File: src/rtl/servo_pkg.sv
// Shared servo definitions: FSM state encoding and default timing/limit constants.
package servo_pkg;

    localparam int unsigned SERVO_WIDTH   = 12;
    localparam int unsigned SERVO_PERIOD  = 3127;
    localparam int unsigned SERVO_MIN_CMP = 156;
    localparam int unsigned SERVO_MAX_CMP = 312;
    localparam int unsigned SERVO_CENTER  = 234;

    typedef enum logic {
        ST_IDLE = 1'b0,
        ST_SLEW = 1'b1
    } servo_state_t;

endpackage

File: src/rtl/servo_frame_timer.sv
// Frame counter mirroring the PWM generator: registered frame-start pulse and
// a combinational strobe for the last cycle of each frame.
module servo_frame_timer
    import servo_pkg::*;
#(
    parameter int unsigned WIDTH  = SERVO_WIDTH,
    parameter int unsigned PERIOD = SERVO_PERIOD
) (
    input  logic i_clk,
    input  logic i_rst,
    output logic o_frame_start,
    output logic o_boundary_c
);

    logic [WIDTH-1:0] r_fcnt;
    logic             r_frame_start;
    logic             w_last;

    assign w_last = (r_fcnt == WIDTH'(PERIOD - 1));

    // Count 0..PERIOD-1; frame_start is high exactly while the count is 0.
    always_ff @(posedge i_clk) begin
        if (i_rst) begin
            r_fcnt        <= '0;
            r_frame_start <= 1'b1;
        end else if (w_last) begin
            r_fcnt        <= '0;
            r_frame_start <= 1'b1;
        end else begin
            r_fcnt        <= r_fcnt + WIDTH'(1);
            r_frame_start <= 1'b0;
        end
    end

    assign o_frame_start = r_frame_start;
    assign o_boundary_c  = w_last;

endmodule

File: src/rtl/servo_slew_ctrl.sv
// Servo position sequencer: accepts clamped targets and slews compare toward
// them by at most one step per PWM frame, updating only at frame boundaries.
module servo_slew_ctrl
    import servo_pkg::*;
#(
    parameter int unsigned WIDTH   = SERVO_WIDTH,
    parameter int unsigned PERIOD  = SERVO_PERIOD,
    parameter int unsigned MIN_CMP = SERVO_MIN_CMP,
    parameter int unsigned MAX_CMP = SERVO_MAX_CMP,
    parameter int unsigned CENTER  = SERVO_CENTER
) (
    input  logic             clk,
    input  logic             rst,
    input  logic             tgt_valid,
    output logic             tgt_ready,
    input  logic [WIDTH-1:0] tgt_pos,
    input  logic [WIDTH-1:0] tgt_step,
    input  logic             stop,
    output logic [WIDTH-1:0] compare,
    output logic             frame_start,
    output logic             busy,
    output logic             done
);

    localparam int unsigned DW = WIDTH + 1;

    servo_state_t     r_state;
    servo_state_t     w_state_nxt;
    logic [WIDTH-1:0] r_compare;
    logic [WIDTH-1:0] w_compare_nxt;
    logic [WIDTH-1:0] r_tgt;
    logic [WIDTH-1:0] w_tgt_nxt;
    logic [WIDTH-1:0] r_step;
    logic [WIDTH-1:0] w_step_nxt;
    logic             r_done;
    logic             w_done_nxt;

    logic             w_boundary;
    logic             w_accept;
    logic             w_arrive;
    logic [WIDTH-1:0] w_tgt_clamped;
    logic [WIDTH-1:0] w_step_eff;
    logic signed [DW-1:0] w_diff;
    logic [DW-1:0]    w_diff_abs;

    servo_frame_timer #(
        .WIDTH  (WIDTH),
        .PERIOD (PERIOD)
    ) u_frame_timer (
        .i_clk         (clk),
        .i_rst         (rst),
        .o_frame_start (frame_start),
        .o_boundary_c  (w_boundary)
    );

    // Clamp the requested position into the legal pulse-width window.
    always_comb begin
        w_tgt_clamped = tgt_pos;
        if (tgt_pos < WIDTH'(MIN_CMP)) begin
            w_tgt_clamped = WIDTH'(MIN_CMP);
        end else if (tgt_pos > WIDTH'(MAX_CMP)) begin
            w_tgt_clamped = WIDTH'(MAX_CMP);
        end
    end

    assign w_step_eff = (tgt_step == '0) ? WIDTH'(1) : tgt_step;

    // Signed distance to target; one extra bit so any WIDTH-bit pair fits.
    assign w_diff     = $signed({1'b0, r_tgt}) - $signed({1'b0, r_compare});
    assign w_diff_abs = w_diff[DW-1] ? DW'(-w_diff) : DW'(w_diff);
    assign w_arrive   = (w_diff_abs <= {1'b0, r_step});

    assign tgt_ready = (r_state == ST_IDLE) && !rst;
    assign w_accept  = tgt_valid && tgt_ready;

    // Next-state and next-output logic.
    always_comb begin
        w_state_nxt   = r_state;
        w_compare_nxt = r_compare;
        w_tgt_nxt     = r_tgt;
        w_step_nxt    = r_step;
        w_done_nxt    = 1'b0;
        case (r_state)
            ST_IDLE: begin
                if (w_accept) begin
                    w_tgt_nxt  = w_tgt_clamped;
                    w_step_nxt = w_step_eff;
                    if (w_tgt_clamped != r_compare) begin
                        w_state_nxt = ST_SLEW;
                    end else begin
                        w_done_nxt = 1'b1;
                    end
                end
            end
            ST_SLEW: begin
                // stop wins over a boundary step in the same cycle
                if (stop) begin
                    w_state_nxt = ST_IDLE;
                end else if (w_boundary) begin
                    if (w_arrive) begin
                        w_compare_nxt = r_tgt;
                        w_state_nxt   = ST_IDLE;
                        w_done_nxt    = 1'b1;
                    end else if (w_diff[DW-1]) begin
                        w_compare_nxt = r_compare - r_step;
                    end else begin
                        w_compare_nxt = r_compare + r_step;
                    end
                end
            end
            default: begin
                w_state_nxt = ST_IDLE;
            end
        endcase
    end

    // State and output registers; compare returns to CENTER with the generator reset.
    always_ff @(posedge clk) begin
        if (rst) begin
            r_state   <= ST_IDLE;
            r_compare <= WIDTH'(CENTER);
            r_tgt     <= WIDTH'(CENTER);
            r_step    <= WIDTH'(1);
            r_done    <= 1'b0;
        end else begin
            r_state   <= w_state_nxt;
            r_compare <= w_compare_nxt;
            r_tgt     <= w_tgt_nxt;
            r_step    <= w_step_nxt;
            r_done    <= w_done_nxt;
        end
    end

    assign compare = r_compare;
    assign busy    = (r_state == ST_SLEW);
    assign done    = r_done;

endmodule

File: config.mk
export PLATFORM = sky130hd
export DESIGN_NAME = servo_slew_ctrl
export DESIGN_NICKNAME = d
export VERILOG_FILES = /design/src/rtl/servo_pkg.sv /design/src/rtl/servo_frame_timer.sv /design/src/rtl/servo_slew_ctrl.sv
export SDC_FILE = /design/constraint.sdc
export NUM_CORES = 1
export LEC_CHECK = 0
export CAP_MARGIN = 20
export CORE_ASPECT_RATIO = 1.2
export CORE_MARGIN = 4
export CORE_UTILIZATION = 55
export DETAILED_ROUTE_END_ITERATION = 7
export GPL_ROUTABILITY_DRIVEN = 1
export PLACE_DENSITY = 0.8
export SLEW_MARGIN = 20
export SYNTH_ARGS = -nofsm -noshare
export SYNTH_HDL_FRONTEND = slang
export SYNTH_SLANG_ARGS = --single-unit
File: constraint.sdc
create_clock -name clk -period 11.55 [get_ports clk]
set_input_delay 2.31 -clock clk [delete_from_list [all_inputs] [get_ports clk]]
set_output_delay 2.31 -clock clk [all_outputs]
set_load 0.02 [all_outputs]
==> out/results.md, run 1 <==
| Result | Value |
| --- | --- |
| Total negative slack | 0 ns |
| Hold-fix buffer count after cts | 0 |
| Reg area | 1021 µm² |
| Count of instances resized after the clock tree is built | 0 |
| Normalized max-slew margin | 29.56% |
| CTS Root Cell | clkbuf_8 |
| Buffers from clock root to sink, at most | 2 |
| Final critical-path setup slack | 5.453 ns |
| Maximum fanout along the worst path | 33 |
| Layout cell share with drive strength beyond 1 | 5.606% |
| Cell area after synthesis | 4138 µm² |
| Filler cell count | 620 |
| Syn_nets | 583 |
| # placed instances | 634 |
| Final non-filler cell total | 643 |
| Final setup violation count | 0 |
| Antenna violations before repair | 0 |
| Buffers on Ports | 43 |
| Distinct cell type count of the synthesized netlist | 68 |
| Worst clock skew | 0.009085 ns |
| Placeable core area | 7274 µm² |
| Floorplan die area | 8981 µm² |
| Leading register cell type out of synthesis | dfxtp_1 |
| Largest net degree at the start of global routing | 34 |
| Multi-input logic area | 2899 µm² |
| Area contributors post-synth | dfxtp_1 (25%), ha_1 (12%), xnor2_1 (7.0%) |
| Number of synthesized flops with an enable pin | 0 |
| Final weighted congestion in routability-driven placement | 0.8476 |
| Routed wire per std cell | 16.36 µm |
| Commonest cells after routing, fill and taps aside | dfxtp_1 (51), nor2_1 (44), clkdlybuf4s50_1 (43), nand2_1 (42), ha_1 (39) |
| Post-DR vias/cell | 6.062 |
| Unrepaired setup endpoints after global routing | false |
| Number of warnings issued by yosys | 0 |
| Num Clock Sinks | 51 |
| DRC marker count from the first detailed-route iteration | 186 |
| Pre-CTS setup slack | 5.457 ns |
| Pins over their slew limit | 0 |
| First-pass GRT wire length | 17.97 mm |
| Proportion of synthesized flip-flops having asynchronous set or reset | 0% |
| Arr. time, crit path | 3.79 ns |
| Clk Latency, worst-skew pair | 0.31 ns |
| Number of remaining DRC errors | 0 |
| Critical path launch point type | input pin |
| NumNets Final | 621 |
| Number of buffers inserted during clock tree synthesis | 5 |
| Initial cell density of the core | 56.88% |
| Average cell area after synthesis | 8.050 µm² |
| Synth Register Bits | 51 |
| I/O pins | 44 |
| Leading cell type in the layout, fill and taps excluded | dfxtp_1 |
| Max-cap check violation count | 0 |
| Hold violation count in the final report | 0 |
| Horiz. Die Dim | 87.18 µm |
| Clock tree from TritonCTS | yes |
| Status | complete, no violations |
| Number of global-route vias before repair | 3957 |
| Diode count | 0 |
| Sequential-to-total area share from yosys stat | 24.67% |
| First-pass iteration count of the detailed router | 6 |
| Post-CTS setup buffers | 0 |
| Register-to-Register Setup Slack | 6.67 ns |
| Synthesized instance count | 514 |
| WP data required | 9.24 ns |
| Static Leakage | 0.001849 µW |
| Worst min-delay path category | flip-flop to flip-flop |
| Routed wire length | 10.52 mm |
| Growth of design area from synthesis to finish | 13.73% |
| Total gr overflow | 0 |
| Depth of the CTS H-tree | 2 |
| Crit Path Category | input pin to primary output |
| Vias after detailed routing | 3898 |
| Setup crit end kind | primary output |
| Chip Height | 103.0 µm |
| Ratio of total power to cell area | 127.0 nW/µm² |
| Highest attainable clock frequency | 0.1640 GHz |
| VDD IR-drop max | 116.3 µV |
| All-layer global routing usage | 25.01% |
| Portion of synthesized cell area occupied by the leading cell type | 24.67% |
| Detailed placer's ending HPWL | 8.381 mm |
| Register clock-pin slew on the reported worst setup and hold paths | 0.09 ns |
| Worst Tran Pin Value | 1.057 ns |
| Cell accounting for the most synthesized area | dfxtp_1 |
| Std-Cell Rows | 34 |
| Post-route clock period utilization | 52.79% |
| Post-layout minimum cycle time | 6.097 ns |
| Detail Route Antenna Nets | 0 |
critical path, cell delays in order:
cell             delay (ns)
clkdlybuf4s50_1        0.39
buf_4                  0.24
nor2_1                 0.20
clkdlybuf4s50_1        0.64
final cells by class:
| type | count | area share (%) |
|---|---|---|
| flip-flops and latches | 51 | 21.70 |
| multi-input cells | 411 | 61.61 |
| inverters | 38 | 3.031 |
| clock inverters | 2 | 0.2659 |
| well taps | 90 | 2.393 |
| clock buffers | 6 | 1.542 |
| repair buffers | 45 | 9.466 |
power by group:
group	internal [µW]	total (µW)	switching, µW
clock	42.5	102	59.7
sequential	183	189	6.26
combinational	134	306	172
total	359	598	238
metal layers:
metal	GRT usage [%]	wire [µm]	share of wire, %
met5	0	0	0
met4	9.209	252	2.4
met3	2.398	453	4.3
met2	44.71	5272	50
met1	31.03	4539	43
logic make-up (layout without fill, tap and decap cells):
kind of cell               Yosys count  in the layout  share of synthesized area, %
and+or+nand+nor                    179            179                         21.26
DFF                                 51             51                         24.67
buffers and inverters               52             91                         5.322
muxes                                7              7                         1.693
xor gates and xnor gates            48             48                         10.34
adders and majority gates           41             41                         12.76
AOI/OAI and AO/OA                  136            136                         23.95
cells in the mapped netlist, drive strengths merged (9+ instances only):
master  number
nor4         9
o21ai       33
nor2        46
xnor2       33
o31ai       16
nand2       42
nor3        16
clkbuf      12
inv         37
dfxtp       51
nand4       11
ha          39
xor2        15
nand3       17
a21oi       26
worst paths after layout:
check / to / depth (start not counted) / from
worst max-delay path: tgt_ready / 4 / rst
worst min-delay path: u_frame_timer.r_fcnt[0] / 1 / u_frame_timer.r_fcnt[0]
worst max register to register: compare[3] / 18 / compare[2]
worst min register to register: u_frame_timer.r_fcnt[0] / 1 / u_frame_timer.r_fcnt[0]
metrics by stage:
step	hold WS (ns)	util, %	cell area [µm²]	total power (µW)
floorplan	0.4412	-	4138	427.3
global placement	0.4617	63.38	4611	481.1
detailed placement	0.4765	63.38	4611	490.5
CTS	0.4913	64.55	4696	592.1
global route	0.5294	64.69	4706	639.8
finish	0.4892	64.69	4706	597.6
flip-flops by register name, summed over array words and instances (netlist names):
register                     cells
u_frame_timer.o_frame_start      1
busy                             1
done                             1
u_frame_timer.r_fcnt            12
compare                         12
r_tgt                           12
r_step                          12
Power figures use the tool's default switching activity.
==> run 2: changes to the inputs <==
- clock period: 11.55 -> 6.1 ns (I/O delays scaled with it)
==> out/results.md, run 2 (synthesis gave the netlist of run 1 again) <==
| Result | Value |
| --- | --- |
| Status | complete, no violations |
| Critical Path Start | compare[2] |
| Number of global-route vias before repair | 3777 |
| Number of buffers inserted during clock tree synthesis | 5 |
| Count of instances resized after the clock tree is built | 0 |
| Post-layout minimum cycle time | 4.512 ns |
| First-pass GRT wire length | 17.61 mm |
| Leading cell type in the layout, fill and taps excluded | dfxtp_1 |
| Arr. time, crit path | 4.69 ns |
| VDD IR-drop max | 156.0 µV |
| Worst min-delay path category | flip-flop to flip-flop |
| Highest signal layer in the routed design | met4 |
| Floorplan die area | 8981 µm² |
| Post-CTS setup buffers | 0 |
| WP data required | 6.27 ns |
| Proportion of power drawn by the clock network | 19.7% |
| Worst Tran Pin Value | 1.065 ns |
| Met1 WL | 4.801 mm |
| Crit Path Category | flip-flop to flip-flop |
| Largest net degree at the start of global routing | 34 |
| Depth of the CTS H-tree | 2 |
| Routed wire per std cell | 16.82 µm |
| Pins over their slew limit | 0 |
| Post-DR vias/cell | 6.132 |
| Met3 wire length | 477 µm |
| Launching point of the worst reg2reg path | compare[2] |
| Net Sw Frac | 41.14% |
| Chip Height | 103.0 µm |
| Num Clock Sinks | 51 |
| Max-cap check violation count | 0 |
| Growth of design area from synthesis to finish | 14.12% |
| I/O pins | 44 |
| Worst clock skew | 0.007579 ns |
| Vias after detailed routing | 3943 |
| Hold violation count in the final report | 0 |
| Placeable core area | 7274 µm² |
| Critical path launch point type | flip-flop |
| Detailed-routed wire length on met2 | 5.375 mm |
| Buffers from clock root to sink, at most | 2 |
| Logic gate share of total power | 49.3% |
| First-pass iteration count of the detailed router | 4 |
| CTS Root Cell | clkbuf_8 |
| Highest attainable clock frequency | 0.2216 GHz |
| Share of total power in sequential cells | 31.0% |
| Setup crit end kind | flip-flop |
| Std-Cell Rows | 34 |
| Commonest cells after routing, fill and taps aside | dfxtp_1 (51), nor2_1 (45), clkdlybuf4s50_1 (43), nand2_1 (42), ha_1 (39) |
| Unrepaired setup endpoints after global routing | false |
| Int Pwr | 681.7 µW |
| Detailed placer's ending HPWL | 8.388 mm |
| All-layer global routing usage | 24.50% |
| Final weighted congestion in routability-driven placement | 0.9491 |
| Worst hold path startpoint | r_step[3] |
| Routed wire length | 10.82 mm |
| Diode count | 0 |
| DRC marker count from the first detailed-route iteration | 326 |
| Hold-fix buffer count after cts | 0 |
| Clock tree from TritonCTS | yes |
| Post-route clock period utilization | 73.97% |
| Antenna violations before repair | 0 |
| Initial cell density of the core | 56.88% |
| Ratio of total power to cell area | 245.3 nW/µm² |
| Maximum fanout along the worst path | 13 |
| Net switching power | 476.5 µW |
| Layout cell share with drive strength beyond 1 | 5.787% |
| Total gr overflow | 0 |
| Register clock-pin slew on the reported worst setup and hold paths | 0.11 ns |
| Number of remaining DRC errors | 0 |
| Buffers on Ports | 43 |
| Total negative slack | 0 ns |
| Clk Latency, worst-skew pair | 0.33 ns |
| Normalized max-slew margin | 28.77% |
| Detail Route Antenna Nets | 0 |
| Horiz. Die Dim | 87.18 µm |
| Finished Core Util | 64.91% |
| NumNets Final | 621 |
| Static Leakage | 0.001861 µW |
| Final setup violation count | 0 |
==> run 2: layer usage <==
layer / up-vias / track usage, %
li1: 1944 / -
met1: 1882 / 31.11
met2: 103 / 43.95
met3: 14 / 3.038
met4: 0 / 5.903
met5: - / 0
==> run 2: worst max-delay path, cell delays in order, from the launching register on <==
cell	delay (ns)
dfxtp_1	0.48
inv_1	0.08
ha_1	0.37
nor2b_1	0.19
o31a_1	0.31
o22ai_4	0.19
o21a_1	0.16
nor2_1	0.05
or2_2	0.41
mux2i_1	0.21
fa_1	0.45
a21o_1	0.17
a21o_1	0.20
a21o_1	0.18
a21oi_1	0.21
o21ai_0	0.18
a31oi_1	0.23
xor2_1	0.19
a311oi_2	0.11
==> run 2: power groups by stage <==
| stage | clock [µW] | combinational (µW) | sequential (µW) |
|---|---|---|---|
| after floorplan | 0 | 446 | 363 |
| after detailed placement | 0 | 562 | 366 |
| after global routing | 239 | 626 | 360 |
| after global placement | 0 | 549 | 365 |
| final | 228 | 571 | 359 |
| after CTS | 229 | 565 | 358 |
==> run 2: path summary, 6_finish.rpt <==
kind / end / slack, ns / cells past startpoint
hold reg to reg: r_step[3] / 0.50 / 2
setup / recovery: compare[10] / 1.59 / 18
setup reg to reg: compare[10] / 1.59 / 18
hold / removal: r_step[3] / 0.50 / 2
==> run 2: per-stage QoR <==
step | area (µm²) | cells | hold WS, ns | power (µW) | setup slack [ns]
2_1_floorplan | 4138 | 514 | 0.4412 | 809.1 | 1.749
3_3_place_gp | 4618 | 635 | 0.4616 | 913.9 | 1.689
3_5_place_dp | 4618 | 635 | 0.4870 | 927.2 | 1.598
4_1_cts | 4721 | 643 | 0.5028 | 1153 | 1.598
5_1_grt | 4722 | 643 | 0.5307 | 1226 | 1.252
6_report | 4722 | 643 | 0.5024 | 1158 | 1.588
==> run 2: area by class of cell <==
class	count	area, µm²
multi-input combinational	411	2898
inverter	38	142.6
timing repair buffer	45	445.4
clock inverter	3	33.78
clock buffer	5	68.82
fill	614	2552
sequential	51	1021
tap	90	112.6
